[src/rtl/bcd_counter_ndigit.sv]
// Parametrised N-digit packed-BCD up/down counter with load, runtime terminal value,
// terminal flag F and wrap pulse. Define BCD_COUNTER_SAT_EN for saturating instead of wrapping.
module bcd_counter_ndigit #(
    parameter int DIGITS = 2
) (
    input  logic                clk,
    input  logic                reset,
    input  logic                start,
    input  logic                up,
    input  logic                load,
    input  logic [4*DIGITS-1:0] load_val,
    input  logic [4*DIGITS-1:0] limit,
    output logic [4*DIGITS-1:0] count,
    output logic                F,
    output logic                wrap
);

    localparam int W = 4 * DIGITS;

    logic [W-1:0] lim_s;
    logic [W-1:0] val_s;
    logic [W-1:0] count_inc;
    logic [W-1:0] count_dec;
    logic [W-1:0] count_next;
    logic         wrap_next;
    logic         f_next;

    // Clamp out-of-range digits to 9 so no non-BCD value can reach the count.
    function automatic logic [W-1:0] sanitize(input logic [W-1:0] v);
        logic [W-1:0] r;
        logic [3:0]   d;
        r = '0;
        for (int i = 0; i < DIGITS; i++) begin
            d = v[4*i +: 4];
            r[4*i +: 4] = (d > 4'd9) ? 4'd9 : d;
        end
        return r;
    endfunction

    function automatic logic [W-1:0] bcd_inc(input logic [W-1:0] v);
        logic [W-1:0] r;
        logic [3:0]   d;
        logic         carry;
        r     = '0;
        carry = 1'b1;
        for (int i = 0; i < DIGITS; i++) begin
            d = v[4*i +: 4];
            if (carry) begin
                if (d == 4'd9) begin
                    r[4*i +: 4] = 4'd0;
                end else begin
                    r[4*i +: 4] = d + 4'd1;
                    carry       = 1'b0;
                end
            end else begin
                r[4*i +: 4] = d;
            end
        end
        return r;
    endfunction

    function automatic logic [W-1:0] bcd_dec(input logic [W-1:0] v);
        logic [W-1:0] r;
        logic [3:0]   d;
        logic         borrow;
        r      = '0;
        borrow = 1'b1;
        for (int i = 0; i < DIGITS; i++) begin
            d = v[4*i +: 4];
            if (borrow) begin
                if (d == 4'd0) begin
                    r[4*i +: 4] = 4'd9;
                end else begin
                    r[4*i +: 4] = d - 4'd1;
                    borrow      = 1'b0;
                end
            end else begin
                r[4*i +: 4] = d;
            end
        end
        return r;
    endfunction

    assign lim_s     = sanitize(limit);
    assign val_s     = sanitize(load_val);
    assign count_inc = bcd_inc(count);
    assign count_dec = bcd_dec(count);

    // Packed BCD with valid digits orders the same as plain unsigned binary.
    always_comb begin
        count_next = count;
        wrap_next  = 1'b0;
        if (load) begin
            count_next = val_s;
        end else if (start) begin
            if (up) begin
                if (count >= lim_s) begin
`ifdef BCD_COUNTER_SAT_EN
                    count_next = count;
`else
                    count_next = '0;
                    wrap_next  = 1'b1;
`endif
                end else begin
                    count_next = count_inc;
                end
            end else begin
                if (count == '0) begin
`ifdef BCD_COUNTER_SAT_EN
                    count_next = '0;
`else
                    count_next = lim_s;
                    wrap_next  = 1'b1;
`endif
                end else begin
                    count_next = count_dec;
                end
            end
        end
        f_next = (count_next == lim_s);
    end

    always_ff @(posedge clk) begin
        if (reset) begin
            count <= '0;
            F     <= 1'b0;
            wrap  <= 1'b0;
        end else begin
            count <= count_next;
            F     <= f_next;
            wrap  <= wrap_next;
        end
    end

endmodule

[config.mk]
export PLATFORM = sky130hd
export DESIGN_NAME = bcd_counter_ndigit
export DESIGN_NICKNAME = d
export VERILOG_FILES = /design/src/rtl/bcd_counter_ndigit.sv
export SDC_FILE = /design/constraint.sdc
export NUM_CORES = 1
export LEC_CHECK = 0
export BUFFER_PORTS_ARGS = -buffer_cell sky130_fd_sc_hd__buf_4
export CAP_MARGIN = 20
export CORE_UTILIZATION = 45
export CTS_CLUSTER_DIAMETER = 200
export DETAILED_ROUTE_END_ITERATION = 6
export PLACE_DENSITY_LB_ADDON = 0.2
export SYNTH_ARGS = -nofsm -noshare
export SYNTH_HDL_FRONTEND = slang
export SYNTH_SLANG_ARGS = --single-unit
[constraint.sdc]
create_clock -name clk -period 3.1 [get_ports clk]
set_input_delay 0.62 -clock clk [delete_from_list [all_inputs] [get_ports clk]]
set_output_delay 0.62 -clock clk [all_outputs]
set_load 0.01 [all_outputs]
==> results of run 1 <==
==> registers in the layout, indices dropped and copies added (netlist names) <==
register	cells
count	8
wrap	1
F	1
==> report_power, final <==
| part | internal [mW] | switching (mW) | leakage (nW) |
|---|---|---|---|
| sequential | 0.138 | 0.0171 | 0.0825 |
| combinational | 0.127 | 0.169 | 0.682 |
| clock | 0.0451 | 0.0506 | 0.0138 |
==> cell families after synthesis <==
group           synth area share
flops                      0.130
mux                      0.00649
compound gates             0.336
buf+inv                   0.0779
xor+xnor                  0.0284
simple gates               0.308
fa+ha+maj                  0.114
==> critical path, cell delays in order <==
cell and delay [ns]:
buf_4 0.13, inv_1 0.12, nand2_1 0.12, ha_1 0.19
or4_1 0.51, a21oi_1 0.18, o31a_1 0.41, nand4_1 0.24
o221ai_1 0.26, nor4_2 0.08, and4b_1 0.18
==> final timing paths <==
check        startpoint  endpoint  slack (ns)  cells after the start
max            limit[3]         F        0.25                     11
min               reset  count[0]        0.59                      2
max reg2reg    count[1]         F        0.39                      9
min reg2reg    count[0]  count[0]        0.74                      4
==> metal layers <==
metal	share of wire	global-route usage	wire, um
met1	0.43	0.395	2110
met2	0.45	0.455	2190
met3	0.10	0.0661	496
met4	0.017	0.0877	82
met5	0	0	0
==> placed cells by master, fill, tap and decap left out, drive strengths merged, types with 6 or more instances in the layout <==
cell	Yosys	final
a21oi	13	13
buf	9	40
dfxtp	10	10
ha	14	14
inv	14	14
nand2	11	11
nand2b	6	6
nor2	14	14
nor3	11	11
o21ai	15	15
o31ai	6	6
==> area by class of cell <==
class | instances | area [um^2]
Inverter | 14 | 52.6
Multi-Input combinational cell | 174 | 1220
Clock buffer | 3 | 22.5
Timing Repair Buffer | 40 | 300
Fill cell | 310 | 1300
Sequential cell | 10 | 200
Tap cell | 44 | 55.1
==> metrics, run 1 <==
all-layer global routing usage=0.290; final non-filler cell total=roughly 290; Inserted Clock Buffers=3; H-tree lvl count=1; CP Data Required Time=3.28 ns; first-pass GRT wire length=between 7000 and 8000 um; Cells after DPL=282; ys async rst share=0; clk_skew=roughly 0.010 ns; ranking of synthesized cells by area=dfxtp_1 (13%), ha_1 (11%), o21ai_0 (4.9%); gr ovfl total=0; initial antenna violation count=0; count leader, synth=o21ai_0; vias=approximately 1800; die area=3670 um^2; Top-Level Pins=31; DIE WIDTH=60.6 um; TritonCTS Sinks=10; post-layout net count=278; input/output buffers=30; hold violation total from the final report=0; Total Wirelength=between 4000 and 5000 um; maximum clock rate=between 300 and 400 MHz; crit path capture type=register; Pins Over Slew Limit=0; largest net degree at the start of global routing=21; CP startpoint kind=primary input; n_diodes=0; post-CTS setup repair buffer count=0; Max-Cap Viols=0; Worst-Margin Slew=0.594 ns; number of cells produced by synthesis=around 210; YS warnings=0; Clock Path Buffers=2; routed len/inst=roughly 17 um; CTS Hold Bufs=0; area leader, netlist=dfxtp_1; vias in the first global route=1631; Post-synth EDFFs=0; Worst Hold Class=primary input to register; hpwl dp=~3800 um; Mapped Area=around 1500 um^2; Synth top area share=0.130; Root Buffer=clkbuf_4; Seq cells post-synth=10; Final setup viols=0; clk_lat worst skew=roughly 0.28 ns; Detail Route Antenna Nets=0; ys flop type=dfxtp_1; die span in y=just over 60 um; placed cell areas=roughly 1800 um^2; commonest cells in the netlist=o21ai_0 (15), ha_1 (14), inv_1 (14), nor2_1 (14), a21oi_1 (13); Min Hold Slack=a little under 0.6 ns; Final Worst Setup Slack=0.250 ns; Worst Setup Path Type=primary input to register; Syn Nets=between 200 and 250; GP Congestion=0.974; Tcrit/Tclk final=0.919; Max VDD drop=between 0.00009 and 0.0001 V; Rows=20; core area=approximately 3200 um^2; setup TNS=0 ns; power after layout=around 0.55 mW; RSZ-0062 raised after global routing=no; Final Util=0.588; Critical Path AT=just over 3 ns; Syn Area/Cell=between 7 and 8 um^2; via/cell ratio=approximately 6.3; drt pass-1 iters=4; finished layout cell area=between 1500 and 2000 um^2; CP Max Fanout=10; DRC violations left=0; slew margin rel.=0.602; 1st-iter DRT viols=84; Pwr Density=between 200 and 300 nW/um^2; CTS tree=yes; clk slew on worst S/H paths=about 0.07 ns; sequential-to-total area share from yosys stat=0.130; Pleak=around 0.78 nW; min cycle time layout=between 2 and 3 ns; initial core utilization=0.489; ratio of cells with drive above 1 in the final layout=0.207; number of distinct library cells after synthesis=59; Place WS=-0.0478 ns; area grow syn2layout=20.1%; Resized cells post-CTS=0; status=complete, no violations
No activity file was read; power rests on OpenSTA's default activity.
==> inputs of run 2 (changes only) <==
==> constraint.sdc (replaced) <==
create_clock -name clk -period 2.34 [get_ports clk]
set_input_delay 0.468 -clock clk [delete_from_list [all_inputs] [get_ports clk]]
set_output_delay 0.468 -clock clk [all_outputs]
set_load 0.01 [all_outputs]
==> run 2 against run 1 <==
Effect of this change: first-iteration DRC count increased by 35%; critical endpoint unchanged; critical path depth unchanged; setup slack got worse by 0.40 ns; utilization increased by 11 points; the run now ends with setup timing left; wire length increased by 6.9%; sequential power increased by 24%; non-clock buffer count increased by 36; total power increased by 50%; global-route usage increased by 1.2 points; combinational power increased by 72%; clock skew decreased by 0.0058 ns.
==> metrics, run 2 (synthesized netlist as in run 1, its figures left out) <==
die area=3670 um^2 (unchanged); 1st-iter DRT viols=113 (+35%); Worst-Margin Slew=0.508 ns (-0.0856 ns); Max VDD drop=0.000151 V (+58%); CP Data Required Time=2.51 ns (-0.77 ns); max reg flops=8 (unchanged); Pleak=0.966 nW (+24%); power after layout=0.822 mW (+50%); placed cell areas=2110 um^2 (+15%); die span in y=60.6 um (unchanged); hold violation total from the final report=0 (unchanged); clk slew on worst S/H paths=0.06 ns (about the same); Reg with most FFs=count; TritonCTS Sinks=10 (unchanged); largest net degree at the start of global routing=15 (-29%); gr ovfl total=0 (unchanged); initial core utilization=0.489 (unchanged); Total Wirelength=5220 um (+6.9%); clk_skew=0.00464 ns (-0.00582 ns); Rows=20 (unchanged); input/output buffers=30 (unchanged); Root Buffer=clkbuf_4; vias=1925 (+7.4%); first-pass GRT wire length=8110 um (+3.3%); min cycle time layout=approximately 2.5 ns; via/cell ratio=6.00 (-4.7%); CP startpoint kind=primary input; biggest regs=count: 8 flops, F: 1 flops, wrap: 1 flops; routed len/inst=16.3 um (-5.1%); Inserted Clock Buffers=3 (unchanged); setup TNS=-0.149 ns (-0.149 ns); initial antenna violation count=0 (unchanged); Tcrit/Tclk final=1.06; Top-Level Pins=31 (unchanged); DRC violations left=0 (unchanged); Max-Cap Viols=0 (unchanged); CTS tree=yes; post-layout net count=314 (+13%); Worst Setup Path Type=primary input to register; RSZ-0062 raised after global routing=yes; drt pass-1 iters=5 (+1); hpwl dp=4150 um (+8.5%); maximum clock rate=between 400 and 500 MHz; area grow syn2layout=42.6%; Final Worst Setup Slack=-0.149 ns (-0.399 ns); clk_lat worst skew=0.27 ns (about the same); status=finished with violations; CP startpoint=limit[3]; fillers=292 (-5.8%); slew margin rel.=0.659 (+0.0568); most common cell after layout, fill and taps aside=buf_4; CP Max Fanout=8 (-2); crit path capture type=register; commonest non-fill, non-tap cells in the layout=buf_4 (74), o21ai_0 (14), nor2_1 (14), inv_1 (13), ha_1 (13); Pwr Density=374 nW/um^2 (+27%); CTS Hold Bufs=0 (unchanged); ratio of cells with drive above 1 in the final layout=0.350 (+0.143); DIE WIDTH=60.6 um (unchanged); finished layout cell area=2200 um^2 (+19%); Critical Path AT=2.66 ns (-0.37 ns); n_diodes=0 (unchanged); core area=3150 um^2 (unchanged); Pins Over Slew Limit=0 (unchanged); all-layer global routing usage=0.301 (+0.0115); H-tree lvl count=1 (unchanged); area of the multi-input gates=1280 um^2 (+5.1%); Clock Path Buffers=2 (unchanged); register area=200 um^2 (unchanged); Detail Route Antenna Nets=0 (unchanged); Final setup viols=1 (+1); vias in the first global route=1729 (+6.0%); failing checks=setup timing; Critical R2R Launch=count[1]; GP Congestion=0.962 (-1.2%); Worst Hold Class=primary input to register; min-delay src=reset
## run 2: worst paths after layout
check	depth (start not counted)	slack (ns)	end
worst max register to register	8	-0.12	F
worst min-delay path	2	0.45	count[1]
worst max-delay path	11	-0.15	F
worst min register to register	4	0.77	count[0]
## run 2: cell type report
cell class              instances  share of cell area
clock buffers                   3              0.0102
inverters                      14              0.0250
multi-input cells             174               0.584
flip-flops and latches         10              0.0910
well taps                      44              0.0250
repair buffers                 76               0.265
## run 2: worst max-delay path: stages
cell and delay, ns:
buf_8 0.11, nor2b_4 0.10, inv_1 0.05, ha_2 0.17
or4_4 0.51, a21oi_2 0.14, o31a_1 0.38, nand4_1 0.16
a31o_2 0.24, xor2_1 0.14, and4b_1 0.19
## run 2: per-stage QoR
stage | utilization | cells | hold WS [ns] | setup WS, ns
after floorplan | - | 211 | 0.656 | -0.116
after global placement | 0.668 | 317 | 0.730 | -0.397
after detailed placement | 0.668 | 317 | 0.728 | -0.428
after CTS | 0.690 | 321 | 0.444 | -0.0608
after global routing | 0.698 | 321 | 0.464 | -0.236
final | 0.698 | 321 | 0.453 | -0.149
## run 2: routing by layer
metal	GRT usage	part of all wire	vias to the layer above	wire length, um
li1	-	-	935	-
met1	0.414	0.46	883	2380
met2	0.496	0.46	100	2390
met3	0.0171	0.072	7	376
met4	0.114	0.014	0	73
met5	0	0	-	0
## run 2: repair_timing
action                                  CTS  global route
hold endpoints to repair                  0             0
gates resized for setup                   9             3
endpoints found under the setup margin    1             4
pin swaps                                 2             1
setup buffers                             1             0
## run 2: report_power, final
| group | leakage, nW | switching, mW | total (mW) | internal [mW] |
|---|---|---|---|---|
| Combinational | 0.870 | 0.266 | 0.508 | 0.242 |
| Clock | 0.0138 | 0.0622 | 0.122 | 0.0596 |
| Sequential | 0.0825 | 0.00964 | 0.192 | 0.183 |
